--- src/rtl/mem_arb_pkg.sv ---
// Shared types and constants for the memory arbiter.
package mem_arb_pkg;

    typedef enum logic [1:0] {
        StIdle,
        StIssue,
        StWait,
        StDone
    } arb_state_e;

    localparam int unsigned PRIO_RR    = 0;
    localparam int unsigned PRIO_FIXED = 1;

endpackage

--- src/rtl/rr_pick.sv ---
// Combinational winner selection: first requesting index at or after ptr (round-robin),
// or lowest requesting index (fixed priority, ptr ignored).
module rr_pick
    import mem_arb_pkg::*;
#(
    parameter int unsigned  NUM_MASTERS   = 2,
    parameter int unsigned  PRIORITY_MODE = PRIO_RR,
    localparam int unsigned GW            = $clog2(NUM_MASTERS)
) (
    input  logic [NUM_MASTERS-1:0] req,
    input  logic [GW-1:0]          ptr,
    output logic [GW-1:0]          idx,
    output logic                   valid
);

    localparam logic [GW:0] NUM = (GW + 1)'(NUM_MASTERS);

    logic [GW-1:0] start;
    logic [GW:0]   cand;

    // Scan NUM_MASTERS candidates from the start index, wrapping past the last master.
    always_comb begin
        start = (PRIORITY_MODE == PRIO_FIXED) ? '0 : ptr;
        idx   = '0;
        valid = 1'b0;
        cand  = '0;
        for (int unsigned k = 0; k < NUM_MASTERS; k++) begin
            cand = {1'b0, start} + (GW + 1)'(k);
            if (cand >= NUM) begin
                cand = cand - NUM;
            end
            if (!valid && req[cand[GW-1:0]]) begin
                valid = 1'b1;
                idx   = cand[GW-1:0];
            end
        end
    end

endmodule

--- src/rtl/mem_arbiter.sv ---
// N-master arbiter in front of one byte-wide memory slave, with boot-lock to the loader.
module mem_arbiter
    import mem_arb_pkg::*;
#(
    parameter int unsigned  NUM_MASTERS   = 2,
    parameter int unsigned  ADDR_WIDTH    = 32,
    parameter int unsigned  DATA_WIDTH    = 8,
    parameter int unsigned  PRIORITY_MODE = PRIO_RR,
    parameter int unsigned  BOOT_MASTER   = 1,
    localparam int unsigned GW            = $clog2(NUM_MASTERS)
) (
    input  logic                              clk,
    input  logic                              rst,
    input  logic                              boot_done,
    input  logic [NUM_MASTERS-1:0]            m_read_en,
    input  logic [NUM_MASTERS-1:0]            m_write_en,
    input  logic [NUM_MASTERS*ADDR_WIDTH-1:0] m_addr,
    input  logic [NUM_MASTERS*DATA_WIDTH-1:0] m_wdata,
    output logic [NUM_MASTERS*DATA_WIDTH-1:0] m_rdata,
    output logic [NUM_MASTERS-1:0]            m_ready,
    output logic [ADDR_WIDTH-1:0]             s_addr,
    output logic [DATA_WIDTH-1:0]             s_wdata,
    output logic                              s_read_en,
    output logic                              s_write_en,
    input  logic [DATA_WIDTH-1:0]             s_rdata,
    input  logic                              s_ready,
    output logic [GW-1:0]                     grant,
    output logic                              busy,
    output logic                              proto_err
);

    localparam logic [GW-1:0] LAST = GW'(NUM_MASTERS - 1);

    arb_state_e                        state_q, state_d;
    logic [GW-1:0]                     grant_q, grant_d;
    logic [GW-1:0]                     ptr_q, ptr_d;
    logic                              is_wr_q, is_wr_d;
    logic                              proto_err_q, proto_err_d;
    logic [ADDR_WIDTH-1:0]             s_addr_q, s_addr_d;
    logic [DATA_WIDTH-1:0]             s_wdata_q, s_wdata_d;
    logic                              s_read_en_q, s_read_en_d;
    logic                              s_write_en_q, s_write_en_d;
    logic [NUM_MASTERS*DATA_WIDTH-1:0] m_rdata_q, m_rdata_d;
    logic [NUM_MASTERS-1:0]            m_ready_q, m_ready_d;

    logic [NUM_MASTERS-1:0] eligible;
    logic [GW-1:0]          pick_idx;
    logic                   pick_valid;

    // While boot is in progress only the loader master may win.
    always_comb begin
        eligible = '0;
        for (int unsigned i = 0; i < NUM_MASTERS; i++) begin
            eligible[i] = (m_read_en[i] | m_write_en[i]) & (boot_done | (i == BOOT_MASTER));
        end
    end

    rr_pick #(
        .NUM_MASTERS  (NUM_MASTERS),
        .PRIORITY_MODE(PRIORITY_MODE)
    ) u_pick (
        .req  (eligible),
        .ptr  (ptr_q),
        .idx  (pick_idx),
        .valid(pick_valid)
    );

    // Next-state and registered-output logic for the IDLE/ISSUE/WAIT/DONE sequence.
    always_comb begin
        state_d      = state_q;
        grant_d      = grant_q;
        ptr_d        = ptr_q;
        is_wr_d      = is_wr_q;
        proto_err_d  = proto_err_q;
        s_addr_d     = s_addr_q;
        s_wdata_d    = s_wdata_q;
        s_read_en_d  = s_read_en_q;
        s_write_en_d = s_write_en_q;
        m_rdata_d    = m_rdata_q;
        m_ready_d    = '0;
        unique case (state_q)
            StIdle: begin
                if (pick_valid) begin
                    grant_d = pick_idx;
                    // Operation is latched at grant so a dropped request still completes.
                    is_wr_d = m_write_en[pick_idx];
                    if (m_read_en[pick_idx] && m_write_en[pick_idx]) begin
                        proto_err_d = 1'b1;
                    end
                    state_d = StIssue;
                end
            end
            StIssue: begin
                s_addr_d     = m_addr[grant_q*ADDR_WIDTH +: ADDR_WIDTH];
                s_wdata_d    = m_wdata[grant_q*DATA_WIDTH +: DATA_WIDTH];
                s_write_en_d = is_wr_q;
                s_read_en_d  = !is_wr_q;
                state_d      = StWait;
            end
            StWait: begin
                if (s_ready) begin
                    s_read_en_d  = 1'b0;
                    s_write_en_d = 1'b0;
                    if (!is_wr_q) begin
                        m_rdata_d[grant_q*DATA_WIDTH +: DATA_WIDTH] = s_rdata;
                    end
                    m_ready_d[grant_q] = 1'b1;
                    state_d            = StDone;
                end
            end
            StDone: begin
                ptr_d   = (grant_q == LAST) ? '0 : grant_q + 1'b1;
                state_d = StIdle;
            end
            default: state_d = StIdle;
        endcase
    end

    // State register; reset abandons any transaction without an m_ready pulse.
    always_ff @(posedge clk or posedge rst) begin
        if (rst) begin
            state_q      <= StIdle;
            grant_q      <= '0;
            ptr_q        <= '0;
            is_wr_q      <= 1'b0;
            proto_err_q  <= 1'b0;
            s_addr_q     <= '0;
            s_wdata_q    <= '0;
            s_read_en_q  <= 1'b0;
            s_write_en_q <= 1'b0;
            m_rdata_q    <= '0;
            m_ready_q    <= '0;
        end else begin
            state_q      <= state_d;
            grant_q      <= grant_d;
            ptr_q        <= ptr_d;
            is_wr_q      <= is_wr_d;
            proto_err_q  <= proto_err_d;
            s_addr_q     <= s_addr_d;
            s_wdata_q    <= s_wdata_d;
            s_read_en_q  <= s_read_en_d;
            s_write_en_q <= s_write_en_d;
            m_rdata_q    <= m_rdata_d;
            m_ready_q    <= m_ready_d;
        end
    end

    assign m_rdata    = m_rdata_q;
    assign m_ready    = m_ready_q;
    assign s_addr     = s_addr_q;
    assign s_wdata    = s_wdata_q;
    assign s_read_en  = s_read_en_q;
    assign s_write_en = s_write_en_q;
    assign grant      = grant_q;
    assign busy       = (state_q != StIdle);
    assign proto_err  = proto_err_q;

endmodule
--- config.mk ---
export PLATFORM = sky130hd
export DESIGN_NAME = mem_arbiter
export DESIGN_NICKNAME = d
export VERILOG_FILES = /design/src/rtl/mem_arb_pkg.sv /design/src/rtl/rr_pick.sv /design/src/rtl/mem_arbiter.sv
export SDC_FILE = /design/constraint.sdc
export NUM_CORES = 1
export LEC_CHECK = 0
export ABC_AREA = 1
export CORE_MARGIN = 2
export CORE_UTILIZATION = 36
export CTS_BUF_LIST = sky130_fd_sc_hd__clkbuf_16
export CTS_CLUSTER_DIAMETER = 150
export CTS_CLUSTER_SIZE = 30
export DETAILED_ROUTE_END_ITERATION = 10
export MAX_ROUTING_LAYER = met4
export PLACE_DENSITY = 0.81
export SLEW_MARGIN = 10
export SYNTH_ARGS = -nofsm -noshare
export SYNTH_HDL_FRONTEND = slang
export SYNTH_SLANG_ARGS = --single-unit
export TNS_END_PERCENT = 100
--- constraint.sdc ---
create_clock -name clk -period 1.8 [get_ports clk]
set_input_delay 0.27 -clock clk [delete_from_list [all_inputs] [get_ports clk]]
set_output_delay 0.27 -clock clk [all_outputs]
set_load 0.02 [all_outputs]
* Yosys cells after proc, flatten, opt, wreduce, memory -nomap -nowiden
Index checks and enable logic that the tools add are counted.
Storage, ports and cells: register bits 66, word-level logic and storage cells 75
Operators by class: add/subtract/negate cells 5, magnitude comparators 7, equal/unequal tests 5, shift-type cells 4, multiplexer cells 26, bitwise operators 4, reduce and logical (&&, ||, !) cells 13
Operators with widths (count):
- 64-bit by 7-bit indexed part select with 32-bit output | 1
- 4-bit negation with 34-bit output | 1
- 8-bit by 34-bit variable shift with 16-bit output, first input constant | 1
- 8-bit by 34-bit indexed part select with 16-bit output | 1
- 1-bit 2-to-1 mux | 17
- 16-bit bitwise mux | 1
- 16-bit by 5-bit indexed part select with 8-bit output | 1
- 1-bit by 2-bit less-than comparator with 1-bit output, second input constant | 4
- 2-bit 2-to-1 mux | 4
- 2-bit case mux with 4 select lines | 1
- 2-bit AND reduction | 3
- 3-bit AND reduction | 2
- 2-bit == test, second input constant | 2
- 2-bit != test, second input constant | 2
- 1-bit case mux with 2 select lines | 2
- 2-bit nonzero test | 2
- 1-bit logical AND | 3
- 1-bit by 1-bit adder with 2-bit output, second input constant | 1
- 2-bit by 1-bit == test with 1-bit output, second input constant | 1
- 1-bit by 2-bit >= comparator with 1-bit output, second input constant | 1
- 2-bit >= comparator, second input constant | 1
- 1-bit logical NOT | 2
- 2-bit logical NOT | 1
- 1-bit bitwise OR | 2
- other kinds (6) | 7

* Longest topological paths before layout
word-level depth 12, gate-level depth with buffers 8

* By module
From an unflattened synthesis, not the netlist that was laid out.
Second synthesis, totals: cell total of the unflattened synthesis 358, area, all modules 3002.9 um2
By module, submodules not included:
- mem_arbiter | instances 1, cells each 354, area each 2984.1 um2, seq. area each 1651.6 um2
- rr_pick | instances 1, cells each 4, area each 18.8 um2, seq. area each 0.0 um2

* Least setup slack after synthesis
OpenSTA, ideal clock, no wires.
path type register to register, start register state_q[0], end register m_rdata_q[0] (netlist: m_rdata[0]), library setup time 0.118 ns, data arrival time 1.219 ns, data required time 1.682 ns, slack 0.463 ns, cell stages (with the launch flop) 9, clock period less this slack 1.337 ns, cell sequence dfrtp_1 -> inv_1 -> ha_1 -> nand2_2 -> nor2_4 -> nand2_4 -> buf_6 -> nand2_1 -> o21ai_2
Between the ends: cells in the longest elaborated chain, start to end 2
Ends and longest elaborated chain:
- from (decl) | line mem_arbiter.sv:34 | arb_state_e state_q, state_d;
- from (signal assigned) | line mem_arbiter.sv:122 | state_q <= StIdle;
- from (signal assigned) | line mem_arbiter.sv:134 | state_q <= state_d;
- 2-bit == test | line mem_arbiter.sv:81 | unique case (state_q)
- 3-bit AND reduction (no source line)
- to (signal assigned) | line mem_arbiter.sv:143 | m_rdata_q <= m_rdata_d;
- to (decl) | line mem_arbiter.sv:43 | logic [NUM_MASTERS*DATA_WIDTH-1:0] m_rdata_q, m_rdata_d;
No other way between the ends. A chain may end at the register's enable or synchronous reset.

* Worst setup path after layout
start register state_q[0], end output port busy
Between the ends: cells in the longest elaborated chain, start to end 1
Ends and longest elaborated chain:
- 2-bit nonzero test | line mem_arbiter.sv:155 | assign busy = (state_q != StIdle);
- to (decl) | line mem_arbiter.sv:28 | output logic busy,
No other way between the ends.

==> key figures <==
Timing
  • Final min period: 1.698 ns
  • Sum Neg Setup Slack: 0 ns
  • Worst Setup Slack, final: 0.1015 ns
  • Fin. Hold Viols: 0
  • Setup violators final: 0
  • Worst-Margin Slew: 0.4315 ns
  • Crit share post-route: 94.36%
  • Slew Viols, Final: 0
  • Final Skew: 0.006362 ns
  • RSZ-0062 raised after global routing: false
  • Slew HR: 71.23%
  • F_max: 588.8 MHz

Route
  • Antenna viol nets, final: 0
  • Vias per std cell: 4.763
  • Final WL: 8.271 mm
  • Vias: 2877
  • Wire length per cell: 13.69 um
  • First-pass DRT Iterations: 4
  • DRC viols: 0
  • DR iter-0 viols: 102

Synth
  • Largest family of logic cells by synthesized area: simple AND/OR/NAND/NOR gates
  • Mean post-synth cell area: 8.851 um^2
  • Cell taking the most area after synthesis: dfrtp_1
  • Simple-gate share of the synthesized area: 22.19%
  • Ys async rst share: 100.0%
  • FF+latch count, synth: 66
  • Top cells by count, synth: 111 x nand2_1, 66 x dfrtp_1, 41 x nor2_1
  • Area contributors post-synth: dfrtp_1 55%, nand2_1 14%, a31oi_1 8.3%
  • Post-synth EDFFs: 0
  • XOR/XNOR share of the synthesized area: 0%
  • Synth Area in Adders: 1.668%
  • Post-synthesis cell area: 3000 um^2
  • Synthesized instance count: 339
  • Synth Flop Type: dfrtp_1
  • Warnings, synthesis: 0
  • Seq/Total Area, Yosys: 55.05%
  • Synth unique cells: 21
  • Mux contribution to synthesized area: 0%
  • Most common cell in the synthesized netlist: nand2_1
  • Post-Syn Nets: 439
  • Compound-gate portion of the synthesized area: 14.43%
  • Area share of the largest cell type after synthesis: 55.05%

Layout
  • Layout fillers: 705
  • Antenna cells: 0
  • Share of cells above drive strength 1: 9.218%
  • Final core occ: 61.19%
  • Final instance area: 4977 um^2
  • Nets@finish: 594
  • Synthesis-to-finish area growth: 65.89%

Die
  • Initial Util: 36.89%
  • Site Rows: 33
  • Die X: 95.29 um
  • Die area: 9080 um^2
  • Core area: 8134 um^2
  • Io pins: 159
  • Die Ht: 95.29 um

Clocking
  • H-Tree Depth: 3
  • Num Clock Sinks: 66
  • TritonCTS clock tree: built
  • Clock buffer depth: 2
  • Num CTS Buffers: 9
  • Post-CTS repair timing setup buffer count: 0
  • Worst-path clk slew: 0.06 ns
  • Worst-Skew Late Latency: 0.32 ns
  • Clk root buf: clkbuf_16
  • Hold-fix buffers, CTS: 0

Setup path
  • Worst Setup End Kind: output pin
  • Crit path max fanout: 3
  • Critical Path Stages: 4
  • CP max stage cell: dfrtp_1
  • Most frequent CP cell: inv_1
  • Cell family with most CP delay: buffers and inverters
  • Critical path origin: state_q[0]
  • WP buf/inv: 3
  • Crit path DAT: 1.43 ns
  • Critical path's largest stage delay: 0.38 ns
  • R2r endpoint: m_rdata[2]
  • CP Launch Type: register
  • Critical Path RT: 1.53 ns
  • Setup slack, reg-to-reg: 0.36 ns
  • Crit path cell chain: inv_1 > ha_1 > inv_1 > clkdlybuf4s15_1
  • CP Capture Point: busy
  • FF-to-FF Start: state_q[0]
  • Worst R2R Path Depth: 7
  • Critical path class: register to output pin

Job
  • MaxCap Viol Count: 0

Placed design
  • HPWL after DPL: 6.053 mm
  • DP Area: 4658 um^2
  • Port bufs: 158
  • Gpl congestion: 0.7772
  • DP Worst Slack: 0.1475 ns

GRT
  • First-pass GRT wire length: 12.90 mm
  • GR Util All Layers: 18.92%
  • Remaining global-route overflow: 0
  • Largest net degree at the start of global routing: 83
  • Vias in the first global route: 2879
  • Initial antenna violation count: 0

Power and ir drop
  • Pleak: 2.201 nW
  • Pwr/cell area: 1798 nW/um^2
  • Peak supply drop: 0.001353 V

Hold path
  • HP Class: primary input to asynchronous set/reset pin

Run status
  • Status: complete, no violations
==> routing by layer <==
metal	share of wire, %	routed length [um]	vias up	global-route usage [%]
met2	51	4238	103	33.80
met4	2.5	210	0	8.937
met5	0	0	-	-
met3	6.2	516	18	3.715
li1	-	-	1415	-
met1	40	3305	1341	20.02
==> stage by stage <==
| step | cells | hold slack, ns | total power, mW |
|---|---|---|---|
| finish | 604 | 0.4234 | 8.951 |
| global route | 604 | 0.4720 | 9.552 |
| CTS | 604 | 0.4391 | 9.046 |
| detailed placement | 588 | 0.4701 | 7.178 |
| global placement | 588 | 0.4660 | 7.051 |
| floorplan | 339 | 0.4140 | 5.209 |
==> cells in the final DEF (no fill, tap or decap), types with 2 or more instances in the layout <==
| cell type | n |
|---|---|
| o21ai_0 | 4 |
| inv_1 | 19 |
| clkdlybuf4s50_1 | 157 |
| nand2_4 | 2 |
| nand3_1 | 7 |
| o21ai_2 | 16 |
| nor2_1 | 41 |
| clkbuf_16 | 9 |
| bufinv_16 | 2 |
| a31oi_1 | 40 |
| clkinv_2 | 2 |
| buf_4 | 5 |
| dfrtp_1 | 66 |
| ha_1 | 3 |
| nand2_1 | 111 |
| clkinvlp_4 | 3 |
| o21ai_1 | 2 |
==> area by class of cell <==
class                      count  area, um^2  share of cell area (%)
inverter                      21       85.08                   1.709
sequential                    66        1652                   33.18
clock inverter                 7       93.84                   1.885
multi-input combinational    232        1151                   23.13
clock buffer                   9       225.2                   4.525
timing repair buffer         164        1639                   32.93
tap                          105       131.4                   2.640
==> where the power goes <==
group | internal, mW | total, mW | switching (mW)
Sequential | 2.20 | 2.57 | 0.374
Clock | 1.21 | 1.84 | 0.636
Combinational | 2.00 | 4.54 | 2.54
Total | 5.40 | 8.95 | 3.55
==> cell families after synthesis <==
| group | Yosys count |
|---|---|
| compound gates | 64 |
| fa+ha+maj | 4 |
| simple gates | 164 |
| flops | 66 |
| buf+inv | 41 |
==> timing repair <==
item / 4_1_cts / 5_1_grt
endpoints found under the hold margin: 0 / 0
pin swaps: 0 / 0
endpoints found under the setup margin: 1 / 1
gates resized for setup: 1 / 1
==> flip-flops by register name (all words and copies together) (netlist names) <==
signal,count
s_addr,32
m_rdata,16
s_wdata,8
m_ready,2
state_q,2
grant,1
is_wr_q,1
proto_err,1
ptr_q,1
s_read_en,1
s_write_en,1
==> worst min-delay path by stage <==
stage          startpoint  cells after the start  slack, ns          to
2_1_floorplan         rst                      1       0.41       grant
3_3_place_gp    proto_err                      2       0.47   proto_err
3_5_place_dp   m_rdata[6]                      2       0.47  m_rdata[6]
4_1_cts               rst                      3       0.44   s_addr[1]
5_1_grt               rst                      3       0.47   s_addr[5]
6_report              rst                      3       0.42   s_addr[1]
==> worst reg2reg max path, cell delays in order (launching register included) <==
cell,delay [ns]
dfrtp_1,0.40
inv_1,0.12
ha_1,0.20
nand2_2,0.14
nor2_4,0.14
nand2_4,0.15
nand2_1,0.12
o21ai_2,0.05
Power figures use the tool's default switching activity.
